`src/rtl/wishbone_burst_master.sv`:
```
// Host-side Wishbone master: ping, single and burst reads/writes with stream
// handshakes on both data paths, fixed-address mode, bus-error and timeout termination.
module wishbone_burst_master #(
  parameter int DATA_WIDTH  = 32,
  parameter int ADDR_WIDTH  = 32,
  parameter int COUNT_WIDTH = 16,
  parameter int TIMEOUT     = 255
) (
  input  logic                      clk,
  input  logic                      rst,
  input  logic                      cmd_valid,
  output logic                      cmd_ready,
  input  logic [1:0]                cmd_op,
  input  logic [ADDR_WIDTH-1:0]     cmd_addr,
  input  logic [COUNT_WIDTH-1:0]    cmd_count,
  input  logic                      cmd_fixed,
  input  logic                      wr_valid,
  output logic                      wr_ready,
  input  logic [DATA_WIDTH-1:0]     wr_data,
  output logic                      rd_valid,
  input  logic                      rd_ready,
  output logic [DATA_WIDTH-1:0]     rd_data,
  output logic                      done,
  output logic [1:0]                status,
  output logic [COUNT_WIDTH-1:0]    done_count,
  output logic [ADDR_WIDTH-1:0]     wb_adr_o,
  output logic [DATA_WIDTH-1:0]     wb_dat_o,
  input  logic [DATA_WIDTH-1:0]     wb_dat_i,
  output logic                      wb_cyc_o,
  output logic                      wb_stb_o,
  output logic                      wb_we_o,
  output logic [DATA_WIDTH/8-1:0]   wb_sel_o,
  input  logic                      wb_ack_i,
  input  logic                      wb_err_i
);

  localparam int SEL_W = DATA_WIDTH / 8;
  localparam int TW    = (TIMEOUT > 1) ? $clog2(TIMEOUT) : 1;
  localparam logic [TW-1:0]    TMO_LAST = (TIMEOUT > 0) ? TW'(TIMEOUT - 1) : '0;
  localparam logic [SEL_W-1:0] SEL_ALL  = {SEL_W{1'b1}};

  localparam logic [2:0] S_IDLE    = 3'd0;
  localparam logic [2:0] S_WR_DATA = 3'd1;
  localparam logic [2:0] S_WR_BUS  = 3'd2;
  localparam logic [2:0] S_RD_BUS  = 3'd3;
  localparam logic [2:0] S_RD_OUT  = 3'd4;
  localparam logic [2:0] S_FINISH  = 3'd5;

  localparam logic [1:0] OP_PING  = 2'd0;
  localparam logic [1:0] OP_WRITE = 2'd1;
  localparam logic [1:0] OP_READ  = 2'd2;

  localparam logic [1:0] ST_OK      = 2'd0;
  localparam logic [1:0] ST_BUS_ERR = 2'd1;
  localparam logic [1:0] ST_TIMEOUT = 2'd2;
  localparam logic [1:0] ST_PING    = 2'd3;

  logic [2:0]             state_q,   state_d;
  logic [ADDR_WIDTH-1:0]  adr_q,     adr_d;
  logic [COUNT_WIDTH-1:0] count_q,   count_d;
  logic                   fixed_q,   fixed_d;
  logic [COUNT_WIDTH-1:0] cnt_q,     cnt_d;
  logic [1:0]             status_q,  status_d;
  logic                   done_q,    done_d;
  logic                   cyc_q,     cyc_d;
  logic                   stb_q,     stb_d;
  logic                   we_q,      we_d;
  logic [SEL_W-1:0]       sel_q,     sel_d;
  logic [DATA_WIDTH-1:0]  dat_q,     dat_d;
  logic [DATA_WIDTH-1:0]  rd_data_q, rd_data_d;
  logic                   rd_valid_q, rd_valid_d;
  logic [TW-1:0]          tmo_q,     tmo_d;

  logic [COUNT_WIDTH-1:0] cnt_inc_s;
  logic                   tmo_hit_s;

  assign cnt_inc_s = cnt_q + COUNT_WIDTH'(1);
  assign tmo_hit_s = (TIMEOUT != 0) && (tmo_q == TMO_LAST);

  assign cmd_ready  = (state_q == S_IDLE) && !rst;
  assign wr_ready   = (state_q == S_WR_DATA);
  assign rd_valid   = rd_valid_q;
  assign rd_data    = rd_data_q;
  assign done       = done_q;
  assign status     = status_q;
  assign done_count = cnt_q;
  assign wb_adr_o   = adr_q;
  assign wb_dat_o   = dat_q;
  assign wb_cyc_o   = cyc_q;
  assign wb_stb_o   = stb_q;
  assign wb_we_o    = we_q;
  assign wb_sel_o   = sel_q;

  // Next-state and next-output computation for the burst sequencer.
  always_comb begin
    state_d   = state_q;
    adr_d     = adr_q;
    count_d   = count_q;
    fixed_d   = fixed_q;
    cnt_d     = cnt_q;
    status_d  = status_q;
    cyc_d     = cyc_q;
    stb_d     = stb_q;
    we_d      = we_q;
    sel_d     = sel_q;
    dat_d     = dat_q;
    rd_data_d = rd_data_q;
    tmo_d     = tmo_q;

    case (state_q)
      S_IDLE: begin
        if (cmd_valid && cmd_ready) begin
          adr_d   = cmd_addr;
          count_d = cmd_count;
          fixed_d = cmd_fixed;
          cnt_d   = '0;
          if (cmd_op == OP_PING) begin
            state_d  = S_FINISH;
            status_d = ST_PING;
          end else if (cmd_count == '0) begin
            state_d  = S_FINISH;
            status_d = ST_OK;
          end else if (cmd_op == OP_WRITE) begin
            state_d = S_WR_DATA;
          end else if (cmd_op == OP_READ) begin
            state_d = S_RD_BUS;
            cyc_d   = 1'b1;
            stb_d   = 1'b1;
            we_d    = 1'b0;
            sel_d   = SEL_ALL;
            tmo_d   = '0;
          end else begin
            state_d  = S_FINISH;
            status_d = ST_BUS_ERR;
          end
        end else begin
          state_d = S_IDLE;
        end
      end

      S_WR_DATA: begin
        if (wr_valid) begin
          dat_d   = wr_data;
          cyc_d   = 1'b1;
          stb_d   = 1'b1;
          we_d    = 1'b1;
          sel_d   = SEL_ALL;
          tmo_d   = '0;
          state_d = S_WR_BUS;
        end else begin
          state_d = S_WR_DATA;
        end
      end

      // err wins over a simultaneous ack; the errored beat is not counted
      S_WR_BUS, S_RD_BUS: begin
        if (wb_err_i) begin
          cyc_d    = 1'b0;
          stb_d    = 1'b0;
          we_d     = 1'b0;
          sel_d    = '0;
          status_d = ST_BUS_ERR;
          state_d  = S_FINISH;
        end else if (wb_ack_i) begin
          stb_d = 1'b0;
          sel_d = '0;
          cnt_d = cnt_inc_s;
          adr_d = fixed_q ? adr_q : adr_q + ADDR_WIDTH'(1);
          if (state_q == S_RD_BUS) begin
            rd_data_d = wb_dat_i;
            state_d   = S_RD_OUT;
          end else if (cnt_inc_s == count_q) begin
            cyc_d    = 1'b0;
            we_d     = 1'b0;
            status_d = ST_OK;
            state_d  = S_FINISH;
          end else begin
            state_d = S_WR_DATA;
          end
        end else if (tmo_hit_s) begin
          cyc_d    = 1'b0;
          stb_d    = 1'b0;
          we_d     = 1'b0;
          sel_d    = '0;
          status_d = ST_TIMEOUT;
          state_d  = S_FINISH;
        end else begin
          tmo_d = tmo_q + TW'(1);
        end
      end

      S_RD_OUT: begin
        if (rd_ready) begin
          if (cnt_q == count_q) begin
            cyc_d    = 1'b0;
            status_d = ST_OK;
            state_d  = S_FINISH;
          end else begin
            stb_d   = 1'b1;
            sel_d   = SEL_ALL;
            tmo_d   = '0;
            state_d = S_RD_BUS;
          end
        end else begin
          state_d = S_RD_OUT;
        end
      end

      S_FINISH: begin
        state_d = S_IDLE;
      end

      default: begin
        cyc_d   = 1'b0;
        stb_d   = 1'b0;
        we_d    = 1'b0;
        sel_d   = '0;
        state_d = S_IDLE;
      end
    endcase

    done_d     = (state_d == S_FINISH);
    rd_valid_d = (state_d == S_RD_OUT);
  end

  // State and output registers with synchronous reset.
  always_ff @(posedge clk) begin
    if (rst) begin
      state_q    <= S_IDLE;
      adr_q      <= '0;
      count_q    <= '0;
      fixed_q    <= 1'b0;
      cnt_q      <= '0;
      status_q   <= ST_OK;
      done_q     <= 1'b0;
      cyc_q      <= 1'b0;
      stb_q      <= 1'b0;
      we_q       <= 1'b0;
      sel_q      <= '0;
      dat_q      <= '0;
      rd_data_q  <= '0;
      rd_valid_q <= 1'b0;
      tmo_q      <= '0;
    end else begin
      state_q    <= state_d;
      adr_q      <= adr_d;
      count_q    <= count_d;
      fixed_q    <= fixed_d;
      cnt_q      <= cnt_d;
      status_q   <= status_d;
      done_q     <= done_d;
      cyc_q      <= cyc_d;
      stb_q      <= stb_d;
      we_q       <= we_d;
      sel_q      <= sel_d;
      dat_q      <= dat_d;
      rd_data_q  <= rd_data_d;
      rd_valid_q <= rd_valid_d;
      tmo_q      <= tmo_d;
    end
  end

endmodule
```
`config.mk`:
```
export PLATFORM = sky130hd
export DESIGN_NAME = wishbone_burst_master
export DESIGN_NICKNAME = d
export VERILOG_FILES = /design/src/rtl/wishbone_burst_master.sv
export SDC_FILE = /design/constraint.sdc
export NUM_CORES = 1
export LEC_CHECK = 0
export ABC_AREA = 0
export BUFFER_PORTS_ARGS = -buffer_cell sky130_fd_sc_hd__buf_4
export CAP_MARGIN = 10
export CELL_PAD_IN_SITES_DETAIL_PLACEMENT = 1
export CELL_PAD_IN_SITES_GLOBAL_PLACEMENT = 2
export CORE_ASPECT_RATIO = 0.8
export CORE_MARGIN = 2
export CORE_UTILIZATION = 29
export CTS_CLUSTER_DIAMETER = 200
export DETAILED_ROUTE_END_ITERATION = 12
export PLACE_DENSITY_LB_ADDON = 0.1
export REMOVE_ABC_BUFFERS = 1
export SYNTH_ARGS = -nofsm -noshare
export SYNTH_HDL_FRONTEND = slang
export SYNTH_SLANG_ARGS = --single-unit
```
`constraint.sdc`:
```
create_clock -name clk -period 7.6 [get_ports clk]
set_clock_uncertainty 0.15 [all_clocks]
set_input_delay 0.76 -clock clk [delete_from_list [all_inputs] [get_ports clk]]
set_output_delay 0.76 -clock clk [all_outputs]
set_load 0.01 [all_outputs]
```
=== Word-level counts from Yosys, hierarchy flattened ===
Cells that the tools add are included.

* Flip-flop bits (word level): 151
* Bits in latches: 0
* RAM bits: 0
* Bits in read-only memories: 0
* Input port bits: 122
* Output and inout bits: 125
* Logic and storage cells: 158
* Memories kept: 0

* $add $sub $neg: 3
* $mul: 0
* Divide/modulo/power cells: 0
* Magnitude comparators: 0
* Equality and inequality tests: 31
* Shift operators: 0
* Mux-type cells: 85
* Bitwise gates (word level): 3
* Reduce and logical (&&, ||, !) cells: 21

{| class="wikitable"
|+ Operators with widths
! cell !! count
|-
| $mux W32 || 4
|-
| $mux W8 || 11
|-
| $pmux W32 S2 || 1
|-
| $mux W16 || 3
|-
| $mux W4 || 11
|-
| $mux W3 || 12
|-
| $add A32 B1 Y32 const B || 1
|-
| $eq A16 B16 Y1 || 2
|-
| $pmux W16 S2 || 1
|-
| $pmux W8 S4 || 1
|-
| $mux W2 || 13
|-
| $ne A2 B2 Y1 const B || 12
|-
| $reduce_and A12 Y1 || 2
|-
| $mux W1 || 22
|-
| $ne A4 B4 Y1 const B || 5
|-
| $pmux W4 S5 || 1
|-
| $reduce_and A10 Y1 || 2
|-
| $add A16 B1 Y16 const B || 1
|-
| $logic_not A16 Y1 || 1
|-
| $eq A3 B3 Y1 const B || 4
|-
| $pmux W3 S4 || 1
|-
| $pmux W1 S5 || 2
|-
| $reduce_and A9 Y1 || 1
|-
| $add A8 B1 Y8 const B || 1
|-
| 20 further kinds || 28
|}

=== Depth between registers and ports, before layout ===
Gate-level depths: netlist of the first run.

* Word-level depth: 8
* Depth in mapped cells: 10
* Mapped depth without buffers: 9

=== Worst setup path after synthesis of the first run ===
No wires, ideal clock.

* Path kind: register -> register
* Start point: register cnt_q[0] (netlist: done_count[0])
* End point: register cyc_q (netlist: wb_cyc_o)
* Arrival: 2.560 ns
* Data required time: 7.327 ns
* Setup slack: 4.766 ns
* Stages on the path, launching flop included: 10
* Path buffers: 0
* Cell sequence: dfxtp_1 -> ha_1 -> inv_1 -> or3_4 -> a211o_1 -> nor4_2 -> nand4_1 -> o21ai_2 -> nand3_1 -> mux2_1

* Longest elaborated chain between the ends: 4
* Elaborated cells on any way between the ends: 6
* Those cells by class: add/sub (1); eq/ne (4); reduce/logical (1)

{| class="wikitable"
|+ RTL lines
! element !! RTL line !! source
|-
| start, declared || 62 || <nowiki>logic [COUNT_WIDTH-1:0] cnt_q, cnt_d;</nowiki>
|-
| start signal, assigned || 249 || <nowiki>cnt_q <= cnt_d;</nowiki>
|-
| $add A16 B1 Y16 || 77 || <nowiki>assign cnt_inc_s = cnt_q + COUNT_WIDTH'(1);</nowiki>
|-
| $eq A16 B16 Y1 || 172 || <nowiki>end else if (cnt_inc_s == count_q) begin</nowiki>
|-
| $ne A4 B4 Y1 (no source line) || - ||
|-
| $reduce_and A12 Y1 (no source line) * || - ||
|-
| end signal, assigned || 252 || <nowiki>cyc_q <= cyc_d;</nowiki>
|-
| end, declared || 65 || <nowiki>logic cyc_q, cyc_d;</nowiki>
|}

Mark *: on every way between the ends. The rest lies on a longest branch, timed or not.
A chain may end at the register's enable or synchronous reset.

=== Worst setup path after layout of the first run ===
* Start point: register state_q[2]
* End point: register adr_q[6] (netlist: wb_adr_o[6])

* Longest elaborated chain between the ends: 5
* Elaborated cells on any way between the ends: 13
* Those cells by class: eq/ne (6); mux (1); reduce/logical (6)

{| class="wikitable"
|+ RTL lines
! element !! RTL line !! source
|-
| start, declared || 58 || <nowiki>logic [2:0] state_q, state_d;</nowiki>
|-
| start signal, assigned || 245 || <nowiki>state_q <= state_d;</nowiki>
|-
| $logic_not A3 Y1 || 80, 110 ||
|-
| $logic_and A1 B1 Y1 || 80 || <nowiki>assign cmd_ready = (state_q == S_IDLE) && !rst;</nowiki>
|-
| $logic_and A1 B1 Y1 || 112 || <nowiki>if (cmd_valid && cmd_ready) begin</nowiki>
|-
| $ne A2 B1 Y1 (no source line) || - ||
|-
| $reduce_and A5 Y1 (no source line) || - ||
|-
| end signal, assigned || 246 || <nowiki>adr_q <= adr_d;</nowiki>
|-
| end, declared || 59 || <nowiki>logic [ADDR_WIDTH-1:0] adr_q, adr_d;</nowiki>
|}

Several ways; a longest one is shown, not always the timed one.

==> flow_summary.toml, run 1 <==
[placement]
placed_area_um2 = 9290
routabilityCongestion = 0.780
io_buffers = 246
dp_hpwl_um = 17400

[clock_network]
clockBufferDepth = 2
htree_levels = 4
cts.sink_count = 147
worstSkewPairLatency_ps = 420
root_buffer = "clkbuf_16"
post_cts_resized = 0
cts_buffers = 17
hold_buffers = 0
cts_tree = "built"
path_clk_slew_ps = 70
postCtsSetupBuffers = 0

[drt]
wl_met2_um = 11200
wl_met3_um = 1580
vias = 7557
wl_um = 25000
avgViaCountPerCell = 5.03
drt_iter0_markers = 359
dr.pass1.iters = 4
drc = 0
wl_per_cell_um = 16.7
top_layer_used = "met4"
antenna_left = 0
drt-met1-wl_um = 12100

[setup_path]
crit_start = "state_q[2]$_SDFF_PP0_"
cp.arrival_ps = 3830
cp_max_fo = 78
r2r_start = "state_q[2]$_SDFF_PP0_"
crit_path_end_kind = "flip-flop"
crit_type = "flip-flop to flip-flop"
critPathRequiredTime_ps = 7740
crit_path_start_kind = "flip-flop"

[timing]
finalSetupTns_ps = 0
fmax_ghz = 0.271
grt_setup_unrepaired = "false"
drv_slew = 0
tightest_slew_ps = 1130
hold_violations = 0
finalCritPeriodShare_pct = 48.5
post-route-min-period_ps = 3680
setup_viol = 0
relSlewSlack_pct = 24.7

[worst_hold_path]
min_from = "rd_data[10]$_SDFFE_PP0P_"
hp-class = "flip-flop to flip-flop"

[final_layout]
antenna_cells = 0
fin_nets = 1300
fin_area_um2 = 9830
drive_above_1_share_pct = 25.5
syn_to_final_growth_pct = 36.3

[power_and_ir_drop]
p_switching_w = 0.000640
max-vdd-ir-drop_uv = 127
p_leak_nw = 4.03
p_seq_share_pct = 42.1
power.density_nw_per_um2 = 209
pwr-share-comb_pct = 18.9
switching_share_pct = 31.1
internal-power_w = 0.00142
p_clk_share_pct = 39.0

[synth]
seq_area_frac_synth_pct = 40.8
synth_seq_cells = 147
mappedNetlistArea_um2 = 7220
synth-edff-count = 0
syn_avg_cell_area_um2 = 7.51
yosysWarnings = 0
synth-async-reset-ratio_pct = 0
synth.distinct_cells = 56
yosys_most_used_dff = "dfxtp_1"
netlist_instances = 961

[floorplanning]
die_h_um = 145
io-pin-count = 247
start_util_pct = 29.6
design.core.area_um2 = 24400
die-area_um2 = 26200
die_w_um = 180
num_rows = 51

[global_routing]
grt_pass1_wl_um = 40400
grt_pass1_vias = 7439
antenna_found_initial = 0
grt-ovfl-total = 0
grtUsageTotal_pct = 18.8
grt_max_degree = 90

[run_status]
outcome = "finished, final reports clean"

[job]
maxCapViolations = 0
[sequential cells by signal (all words and copies together) (netlist names)]
name        flops
state_q         3
wb_dat_o       32
wb_sel_o        1
done_count     16
rd_valid        1
tmo_q           8
done            1
fixed_q         1
rd_data        32
count_q        16
status          2
wb_we_o         1
wb_adr_o       32
wb_cyc_o        1
[cell usage in the layout (no fill, tap or decap), types with 23 or more instances in the layout]
master / instances
a21oi_1: 111
buf_4: 255
dfxtp_1: 147
nand2_1: 224
nand3_1: 32
nand3b_1: 23
nor2_1: 82
o21ai_0: 35
[path summary, 6_finish.rpt]
check / endpoint / slack, ps / cells past startpoint
max: wb_adr_o[6]$_SDFFE_PP0P_ / 3920 / 9
max reg2reg: wb_adr_o[6]$_SDFFE_PP0P_ / 3920 / 9
min: rd_data[10]$_SDFFE_PP0P_ / 300 / 2
min reg2reg: rd_data[10]$_SDFFE_PP0P_ / 300 / 2
[Yosys cell counts (10+ instances only)]
library cell / n / area (um^2)
a211oi_1: 13 / 97.6
a21oi_1: 112 / 561
a22oi_1: 17 / 128
a311oi_1: 11 / 96.3
and3_1: 13 / 81.3
clkbuf_1: 56 / 210
dfxtp_1: 147 / 2940
inv_1: 14 / 52.6
nand2_1: 224 / 841
nand3_1: 32 / 160
nand3b_1: 23 / 173
nand4_1: 13 / 81.3
nor2_1: 85 / 319
nor3_1: 17 / 85.1
nor4_1: 11 / 68.8
o21ai_0: 35 / 175
o31ai_1: 10 / 75.1
xnor2_1: 13 / 114
xor2_1: 13 / 114
[critical path: stages (launching register included)]
cell,delay (ps)
dfxtp_1,430
nand2b_2,230
buf_4,340
nor2_1,220
and2_1,500
nor2_1,240
a21oi_4,900
o21ai_0,250
a22oi_1,200
nor2_1,50
[power by group through the flow]
stage / logic (W) / clock network (W) / registers (W)
3_5_place_dp: 0.000391 / 0 / 0.000885
2_1_floorplan: 0.000185 / 0 / 0.000887
4_1_cts: 0.000393 / 0.000825 / 0.000867
3_3_place_gp: 0.000388 / 0 / 0.000884
5_1_grt: 0.000430 / 0.000865 / 0.000875
6_report: 0.000388 / 0.000802 / 0.000866
[metrics by stage]
step / util [%] / hold WS [ps] / std cells / power (W) / setup slack, ps
after floorplan: - / 285 / 896 / 0.00107 / 3070
after global placement: 38.1 / 293 / 1469 / 0.00127 / 4000
after detailed placement: 38.1 / 297 / 1469 / 0.00128 / 3890
after CTS: 40.3 / 307 / 1501 / 0.00209 / 3940
after global routing: 40.3 / 326 / 1501 / 0.00217 / 3560
final: 40.3 / 305 / 1501 / 0.00206 / 3920
[area by class of cell]
class / count / area [um^2]
Clock buffer: 18 / 429
Clock inverter: 14 / 116
Fill cell: 3012 / 14500
Inverter: 14 / 52.6
Multi-Input combinational cell: 735 / 3980
Sequential cell: 147 / 2940
Tap cell: 318 / 398
Timing Repair Buffer: 255 / 1910
[cells by family after synthesis]
logic type               count (synthesis)  synth area share, %
XOR/XNOR                                26                 3.16
multiplexers                            10                 1.47
adder cells (fa/ha/maj)                  8                 1.39
flip-flops                             147                 40.8
AND/OR/NAND/NOR                        454                 28.9
AO/OA/AOI/OAI                          237                 20.0
buffers and inverters                   79                 4.37
[per-layer routing]
layer  vias up  track usage [%]
met4         0             3.43
met3        11             5.50
met2       169             29.3
met1      3597             26.0
met5         -                0
li1       3780                -
(Power assumes the default switching activity.)
==> inputs of run 2 (changes only) <==
--- a/config.mk
+++ b/config.mk
@@ -12,7 +12,7 @@
 export CELL_PAD_IN_SITES_GLOBAL_PLACEMENT = 2
 export CORE_ASPECT_RATIO = 0.8
 export CORE_MARGIN = 2
-export CORE_UTILIZATION = 29
+export CORE_UTILIZATION = 27
 export CTS_CLUSTER_DIAMETER = 200
 export DETAILED_ROUTE_END_ITERATION = 12
 export PLACE_DENSITY_LB_ADDON = 0.1
==> constraint.sdc (replaced) <==
create_clock -name clk -period 3.79 [get_ports clk]
set_clock_uncertainty 0.15 [all_clocks]
set_input_delay 0.379 -clock clk [delete_from_list [all_inputs] [get_ports clk]]
set_output_delay 0.379 -clock clk [all_outputs]
set_load 0.01 [all_outputs]
==> flow_summary.toml, run 2 (synthesized netlist as in run 1, its figures left out) <==
[run_status]
outcome = "finished, final reports clean"

[drt]
drt_iter0_markers = 373
wl_per_cell_um = 16.8
avgViaCountPerCell = 4.86
vias = 7570
antenna_left = 0
drc = 0
dr.pass1.iters = 4
wl_um = 26100

[global_routing]
antenna_found_initial = 0
grt-ovfl-total = 0
grtUsageTotal_pct = 18.5
grt_pass1_vias = 7577
grt_pass1_wl_um = 41700
grt_max_degree = 146

[power_and_ir_drop]
p_seq_share_pct = 38.9
power.density_nw_per_um2 = 439
pwr-share-comb_pct = 18.0
internal-power_w = 0.00318
p_switching_w = 0.00129
p_leak_nw = 4.18
switching_share_pct = 28.9
p_clk_share_pct = 43.1
max-vdd-ir-drop_uv = 343

[final_layout]
syn_to_final_growth_pct = 41.0
final_common_cell = "buf_4"
finish.utilization_pct = 38.8
fin_nets = 1318
antenna_cells = 0
layout_common_cells = "buf_4 (257), nand2_1 (224), dfxtp_1 (147), a21oi_1 (111), nor2_1 (82)"
drive_above_1_share_pct = 25.4
fin_area_um2 = 10200

[placement]
routabilityCongestion = 0.808
io_buffers = 246
place_ws_ps = 530
dp_hpwl_um = 18000
placed_area_um2 = 9370

[floorplanning]
io-pin-count = 247
num_rows = 53
die-area_um2 = 28100
die_h_um = 150
start_util_pct = 27.5
design.core.area_um2 = 26300
die_w_um = 187

[timing]
fin_hold_ws_ps = 23.6
setup_viol = 0
finalCritPeriodShare_pct = 86.3
setup_slack_ps = 518
hold_violations = 0
relSlewSlack_pct = 41.1
fmax_ghz = 0.306
drv_slew = 0
post-route-min-period_ps = 3270
finalSetupTns_ps = 0
tightest_slew_ps = 877
grt_setup_unrepaired = "false"

[setup_path]
cp_max_fo = 8
r2r_start = "done_count[0]$_SDFFE_PP0P_"
crit_type = "flip-flop to flip-flop"
cp.arrival_ps = 3450
crit_path_end_kind = "flip-flop"
critPathRequiredTime_ps = 3960
crit_start = "done_count[0]$_SDFFE_PP0P_"
crit_path_start_kind = "flip-flop"

[clock_network]
path_clk_slew_ps = 70
cts_buffers = 17
htree_levels = 4
post_cts_resized = 0
clockBufferDepth = 2
worstSkewPairLatency_ps = 430
hold_buffers = 15
postCtsSetupBuffers = 0
cts_tree = "built"
cts.sink_count = 147
root_buffer = "clkbuf_16"

[worst_hold_path]
min_from = "cmd_count[3]"
hp-class = "primary input to flip-flop"

[job]
maxCapViolations = 0
[run 2: changes by cell type in the layout (fill, tap and decap cells not counted), sizes merged]
cell	delta
buf	+3
bufinv	+5
clkinv	+3
clkinvlp	-3
dlygate4sd3	+15
inv	-5
[run 2: layout make-up]
cell class	instances	area, um^2
Timing Repair Buffer	273	2100
Sequential cell	147	2940
Clock buffer	18	429
Tap cell	357	447
Inverter	14	52.6
Multi-Input combinational cell	735	3980
Clock inverter	14	226
Fill cell	3231	16100
[run 2: worst max-delay path: stages (launching register included)]
cell and delay (ps):
dfxtp_1 480, ha_1 390, inv_1 170, or3_4 430, a211o_1 310, nor4_2 270, nand4_1 210, o21ai_2 300
nand3_1 130, mux2_1 320
[run 2: worst paths after layout]
check | end | slack [ps] | cells past startpoint
worst max-delay path | wb_cyc_o$_SDFFE_PP0P_ | 520 | 9
worst min-delay path | count_q[3]$_SDFFE_PP0P_ | 20 | 3
worst max register to register | wb_cyc_o$_SDFFE_PP0P_ | 520 | 9
worst min register to register | rd_data[30]$_SDFFE_PP0P_ | 300 | 2
[run 2: power groups by stage]
stage / Clock [W] / Sequential, W / Combinational (W)
6_report: 0.00192 / 0.00174 / 0.000804
3_3_place_gp: 0 / 0.00177 / 0.000795
4_1_cts: 0.00199 / 0.00174 / 0.000813
2_1_floorplan: 0 / 0.00178 / 0.000371
3_5_place_dp: 0 / 0.00177 / 0.000798
5_1_grt: 0.00205 / 0.00176 / 0.000894
[run 2: metal layers]
layer / GRT usage, % / part of all wire, % / vias to the layer above
met5: 0 / 0 / -
met4: 4.05 / 0.61 / 0
met3: 5.66 / 5.8 / 11
met2: 28.9 / 44 / 154
met1: 25.0 / 49 / 3603
li1: - / - / 3802
[run 2: through the flow]
step	instances	power, W
after global placement	1511	0.00257
after global routing	1558	0.00470
after floorplan	896	0.00215
final	1558	0.00447
after CTS	1558	0.00454
after detailed placement	1511	0.00257
